File: config.mk
export PLATFORM = sky130hd
export DESIGN_NAME = countdown_sched
export DESIGN_NICKNAME = d
export VERILOG_FILES = /design/src/rtl/countdown_pkg.sv /design/src/rtl/tick_gen.sv /design/src/rtl/countdown_sched.sv
export SDC_FILE = /design/constraint.sdc
export NUM_CORES = 1
export LEC_CHECK = 0
export CAP_MARGIN = 40
export CORE_UTILIZATION = 51
export DETAILED_ROUTE_END_ITERATION = 7
export GPL_ROUTABILITY_DRIVEN = 0
export PLACE_DENSITY = 0.81
export SETUP_SLACK_MARGIN = 0.02
export SYNTH_ARGS = -nofsm -noshare
export SYNTH_HDL_FRONTEND = slang
export SYNTH_HIERARCHICAL = 1
export SYNTH_SLANG_ARGS = --single-unit
export TNS_END_PERCENT = 30
File: constraint.sdc
create_clock -name clk -period 3.1 [get_ports clk]
set_input_delay 0.62 -clock clk [delete_from_list [all_inputs] [get_ports clk]]
set_output_delay 0.62 -clock clk [all_outputs]
set_load 0.02 [all_outputs]
File: src/rtl/countdown_pkg.sv
// rtl/countdown_pkg.sv - state encodings, BCD digit limits and load validity check
package countdown_pkg;

    typedef enum logic [2:0] {
        ST_IDLE  = 3'd0,
        ST_ARMED = 3'd1,
        ST_RUN   = 3'd2,
        ST_PAUSE = 3'd3,
        ST_DONE  = 3'd4
    } state_t;

    localparam logic [3:0] BCD_MAX      = 4'd9;
    localparam logic [3:0] BCD_MAX_TENS = 4'd5;

    localparam int DIG_T      = 0;
    localparam int DIG_S1     = 1;
    localparam int DIG_S10    = 2;
    localparam int DIG_M1     = 3;
    localparam int DIG_M10    = 4;
    localparam int DIG_H1     = 5;
    localparam int DIG_H10    = 6;
    localparam int NUM_DIGITS = 7;

    // Value a digit takes when a borrow passes through it.
    function automatic logic [3:0] digit_limit(input int idx);
        if (idx == DIG_S10 || idx == DIG_M10) begin
            return BCD_MAX_TENS;
        end
        return BCD_MAX;
    endfunction

    function automatic logic bcd_valid(input logic [27:0] v);
        logic ok;
        ok = 1'b1;
        for (int i = 0; i < NUM_DIGITS; i++) begin
            if (v[i*4 +: 4] > BCD_MAX) begin
                ok = 1'b0;
            end
        end
        if (v[DIG_M10*4 +: 4] > BCD_MAX_TENS) begin
            ok = 1'b0;
        end
        if (v[DIG_S10*4 +: 4] > BCD_MAX_TENS) begin
            ok = 1'b0;
        end
        return ok;
    endfunction

endpackage

File: src/rtl/tick_gen.sv
// rtl/tick_gen.sv - TICK_DIV prescaler producing a one-cycle tick while enabled
module tick_gen #(
    parameter int TICK_DIV = 10
) (
    input  logic clk,
    input  logic rst,
    input  logic clr,
    input  logic en,
    output logic tick
);

    localparam int CW = $clog2(TICK_DIV);
    localparam logic [CW-1:0] LAST = CW'(TICK_DIV - 1);

    logic [CW-1:0] cnt_q;
    logic [CW-1:0] cnt_d;

    always_comb begin
        cnt_d = cnt_q;
        if (clr) begin
            cnt_d = '0;
        end else if (en) begin
            cnt_d = (cnt_q == LAST) ? '0 : cnt_q + 1'b1;
        end
    end

    assign tick = en && !clr && (cnt_q == LAST);

    always_ff @(posedge clk) begin
        if (rst) begin
            cnt_q <= '0;
        end else begin
            cnt_q <= cnt_d;
        end
    end

endmodule

File: src/rtl/countdown_sched.sv
// rtl/countdown_sched.sv - BCD countdown FSM, borrow chain and load checker; COUNTDOWN_AUTORELOAD_EN adds shadow reload
module countdown_sched
    import countdown_pkg::*;
#(
    parameter int CLK_HZ  = 100_000_000,
    parameter int TICK_HZ = 10
) (
    input  logic        clk,
    input  logic        rst,
    input  logic        load_valid,
    output logic        load_ready,
    input  logic [27:0] load_time,
    input  logic        start,
    input  logic        pause,
    input  logic        abort,
    output logic [27:0] time_out,
    output logic [2:0]  state_o,
    output logic        running,
    output logic        done,
    output logic        load_err
);

    localparam int TICK_DIV = CLK_HZ / TICK_HZ;

    state_t      state_q, state_d;
    logic [27:0] time_q, time_d;
    logic        done_q, done_d;
    logic        load_err_q, load_err_d;
    logic        running_q, running_d;

    logic        tick;
    logic        tick_clr;
    logic        load_acc;
    logic        reload_ok;
    logic [27:0] dec_time;
    logic        borrow;

`ifdef COUNTDOWN_AUTORELOAD_EN
    logic [27:0] shadow_q, shadow_d;
    assign reload_ok = (shadow_q != '0);
`else
    assign reload_ok = 1'b0;
`endif

    // Holding the prescaler clear throughout ARMED gives a fresh period on every start from ARMED.
    assign tick_clr = abort || (state_q == ST_ARMED);

    tick_gen #(
        .TICK_DIV(TICK_DIV)
    ) u_tick_gen (
        .clk (clk),
        .rst (rst),
        .clr (tick_clr),
        .en  (state_q == ST_RUN),
        .tick(tick)
    );

    always_comb begin
        dec_time = time_q;
        borrow   = 1'b1;
        for (int i = 0; i < NUM_DIGITS; i++) begin
            if (borrow) begin
                if (time_q[i*4 +: 4] == 4'd0) begin
                    dec_time[i*4 +: 4] = digit_limit(i);
                end else begin
                    dec_time[i*4 +: 4] = time_q[i*4 +: 4] - 4'd1;
                    borrow             = 1'b0;
                end
            end
        end
    end

    assign load_acc = load_valid && load_ready;

    always_comb begin
        state_d    = state_q;
        time_d     = time_q;
        done_d     = 1'b0;
        load_err_d = 1'b0;
`ifdef COUNTDOWN_AUTORELOAD_EN
        shadow_d   = shadow_q;
`endif
        if (abort) begin
            state_d = ST_IDLE;
            time_d  = '0;
        end else if (load_acc) begin
            if (bcd_valid(load_time)) begin
                time_d  = load_time;
                state_d = ST_ARMED;
`ifdef COUNTDOWN_AUTORELOAD_EN
                shadow_d = load_time;
`endif
            end else begin
                load_err_d = 1'b1;
            end
        end else if (start && (state_q == ST_ARMED || state_q == ST_PAUSE)) begin
            if (time_q != '0) begin
                state_d = ST_RUN;
            end else if (state_q == ST_ARMED) begin
                state_d = ST_DONE;
                done_d  = 1'b1;
            end
        end else if (pause && state_q == ST_RUN) begin
            state_d = ST_PAUSE;
        end else if (tick && state_q == ST_RUN) begin
            time_d = dec_time;
            if (dec_time == '0) begin
                done_d = 1'b1;
`ifdef COUNTDOWN_AUTORELOAD_EN
                if (reload_ok) begin
                    time_d = shadow_q;
                end else begin
                    state_d = ST_DONE;
                end
`else
                state_d = ST_DONE;
`endif
            end
        end
        running_d = (state_d == ST_RUN);
    end

    always_ff @(posedge clk) begin
        if (rst) begin
            state_q    <= ST_IDLE;
            time_q     <= '0;
            done_q     <= 1'b0;
            load_err_q <= 1'b0;
            running_q  <= 1'b0;
        end else begin
            state_q    <= state_d;
            time_q     <= time_d;
            done_q     <= done_d;
            load_err_q <= load_err_d;
            running_q  <= running_d;
        end
    end

`ifdef COUNTDOWN_AUTORELOAD_EN
    always_ff @(posedge clk) begin
        if (rst) begin
            shadow_q <= '0;
        end else begin
            shadow_q <= shadow_d;
        end
    end
`endif

    assign load_ready = (state_q != ST_RUN);
    assign time_out   = time_q;
    assign state_o    = state_q;
    assign running    = running_q;
    assign done       = done_q;
    assign load_err   = load_err_q;

endmodule
==> results.ini <==
[status]
status=finished, final reports clean

[finish]
drive_above_1_share_pct=8.98
final_util_pct=70.0
fin_nets=531
areaGrowthSynthToFinish_pct=28.8
final_common_cell=clkdlybuf4s50_1
final-instance-count-excl-fill=576
antennaDiodeCount=0
final_cell_mix=clkdlybuf4s50_1 (68), dfxtp_1 (58), nor2_1 (49)
fillers=509

[hold_path]
hold_class=flop to flop
worstHoldPathCells=2

[timing]
fin_crit_ns=2.81
setup-violations-final=0
tightest_slew_ns=0.769
timing.fmax_ghz=0.356
finalMaxSlewViolations=0
relSlewSlack_pct=48.2
hold_viol_final=0
hold_slack_ns=0.502
fin_setup_tns_ns=0
period_share_pct=90.6
fin_skew_ns=0.00915
rsz0062_at_grt=no

[clocking]
clockBufferDepth=2
cts_sinks=58
clk_latency_ns=0.34
postCtsSetupRepairBufs=0
postCtsHoldBufs=0
htreeDepth=3
cts_resized=0
clk_pin_slew_ns=0.07
cts_tree=built
clockRootBuffer=clkbuf_8
cts_made_buffers=9

[detailed_routing]
drt_iter0_drc=288
wl_mm=9.55
ant_nets=0
drc=0
first_pass_iters=5
route.vias.total=3607
post_drt_via_cell_ratio=6.26
wire_per_inst_um=16.6

[floorplanning]
die_y_um=82.4
initial_core_util_pct=54.4
pin_count=69
die_area_sq_um=6780
core_sq_um=6060
rows=28
die-width_um=82.4

[power]
pwr-share-clk_pct=42.7
power_density_nw_per_um2=362
power_frac_comb_pct=8.6
ir_worst_vdd_uv=395
seq_power_share_pct=48.7
power_mw=1.54
power.leakage_nw=1.48
p_switching_mw=0.371
p_int_mw=1.16
switching_share_pct=24.1

[worst_setup_path]
start_kind=flop
r2r_slack_ns=0.29
reg2reg_from=state_o[1]
path_max_fanout=15
slowest_stage=or3b_1
slowest_delay_ns=0.44
worst_setup_path_end_kind=flop
worstPathRequired_ns=3.35
cp.arrival_ns=3.06
reg2regPathDepth=11
r2r_end=time_out[15]
path_cells=or3b_1, inv_1, and3_1, nand2_1, nor4_1, nor2b_1, and2_1, or2_2, buf_4, a21oi_1, a211oi_1
critPathTopFamily=simple AND/OR/NAND/NOR gates
cp-endpoint=time_out[15]
path_buf_inv=2
critPathKind=flop to flop
cp.depth=11
critPathLaunch=state_o[1]

[logic_synthesis]
synth_edf_count=0
syn_area_sq_um=3290
syn-num-nets=463
synth_seq_cells=58
syn_area_per_cell_sq_um=7.70
yosysSeqAreaShare_pct=35.2
ys_types=58
synth-main-ff-cell=dfxtp_1
synthArstFlopShare_pct=0
syn_inst=428
ys_warn_count=6

[global_route]
grt_max_degree=38
grt_pass1_vias=3260
antenna_found_initial=0
grt_util_met1_pct=35.7
grt_pass1_wl_mm=15.2
grt_util_met3_pct=7.47
grt_remaining_overflow=0
grt_usage_pct=29.8
grt_busiest_layer=met2
met2_usage_pct=50.4

[placed_design]
dp.cells=560
io_buffer_count=68
hpwl_mm=6.89

[job]
max_cap_violations=0

final cells by class:
| class | instances | area, sq um | share of cell area (%) |
|---|---|---|---|
| flip-flops and latches | 58 | 1160 | 27.4 |
| inverters | 9 | 33.8 | 0.796 |
| repair buffers | 80 | 783 | 18.5 |
| clock inverters | 2 | 10.0 | 0.236 |
| well taps | 75 | 93.8 | 2.21 |
| multi-input cells | 338 | 1990 | 46.9 |
| clock buffers | 14 | 173 | 4.07 |
power by group through the flow:
stage	combinational, mW	sequential [mW]	clock [mW]
after floorplan	0.0582	0.765	0
after global placement	0.128	0.764	0
after detailed placement	0.130	0.764	0
after CTS	0.130	0.747	0.657
after global routing	0.141	0.747	0.694
final	0.132	0.747	0.656
synthesized netlist by cell type, types with 8 or more instances:
library cell	instances	area, sq um
nand4_1	9	56.3
clkbuf_1	15	56.3
nand2_1	48	180
nor3_1	13	65.1
nor2_1	49	184
a21oi_1	42	210
xor2_1	8	70.1
nand3_1	13	65.1
dfxtp_1	58	1160
inv_1	9	33.8
or3_1	10	62.6
o21ai_0	38	190
per-stage QoR:
step,worst slack [ns],area (sq um)
floorplan,0.144,3290
global placement,0.262,4060
detailed placement,0.150,4060
CTS,0.368,4240
global route,0.206,4240
finish,0.292,4240
flip-flops by register name, summed over array words and instances (netlist names):
name,count
time_out,28
u_tick_gen/cnt_q,24
state_o,3
done,1
load_err,1
running,1
metal layers:
metal  up-vias  share of wire (%)
met5         -                  0
li1       1707                  -
met4         0                2.4
met2       159                 48
met3        24                8.6
met1      1717                 41
worst min-delay path, delay by kind of cell (launching register included):
kind               cells  cell delay, ns
AOI/OAI and AO/OA      2            0.13
DFF                    1            0.33
how the worst min path moves through the flow:
stage	start	to	slack, ns
3_5_place_dp	u_tick_gen/cnt_q[23]	u_tick_gen/cnt_q[23]	0.49
5_1_grt	u_tick_gen/cnt_q[23]	u_tick_gen/cnt_q[23]	0.53
4_1_cts	u_tick_gen/cnt_q[23]	u_tick_gen/cnt_q[23]	0.50
6_report	u_tick_gen/cnt_q[20]	u_tick_gen/cnt_q[20]	0.50
2_1_floorplan	u_tick_gen/cnt_q[23]	u_tick_gen/cnt_q[23]	0.45
3_3_place_gp	u_tick_gen/cnt_q[23]	u_tick_gen/cnt_q[23]	0.46
logic make-up (layout without fill, tap and decap cells):
| family | count (synthesis) | in the layout | share of synthesized area (%) |
|---|---|---|---|
| AO/OA/AOI/OAI | 123 | 123 | 22.6 |
| flip-flops | 58 | 58 | 35.2 |
| buffers and inverters | 32 | 105 | 4.37 |
| XOR/XNOR | 14 | 14 | 3.72 |
| AND/OR/NAND/NOR | 197 | 197 | 32.7 |
| adder cells (fa/ha/maj) | 1 | 1 | 0.380 |
| multiplexers | 3 | 3 | 0.949 |
Note: power is estimated with default switching activity, not from simulation.
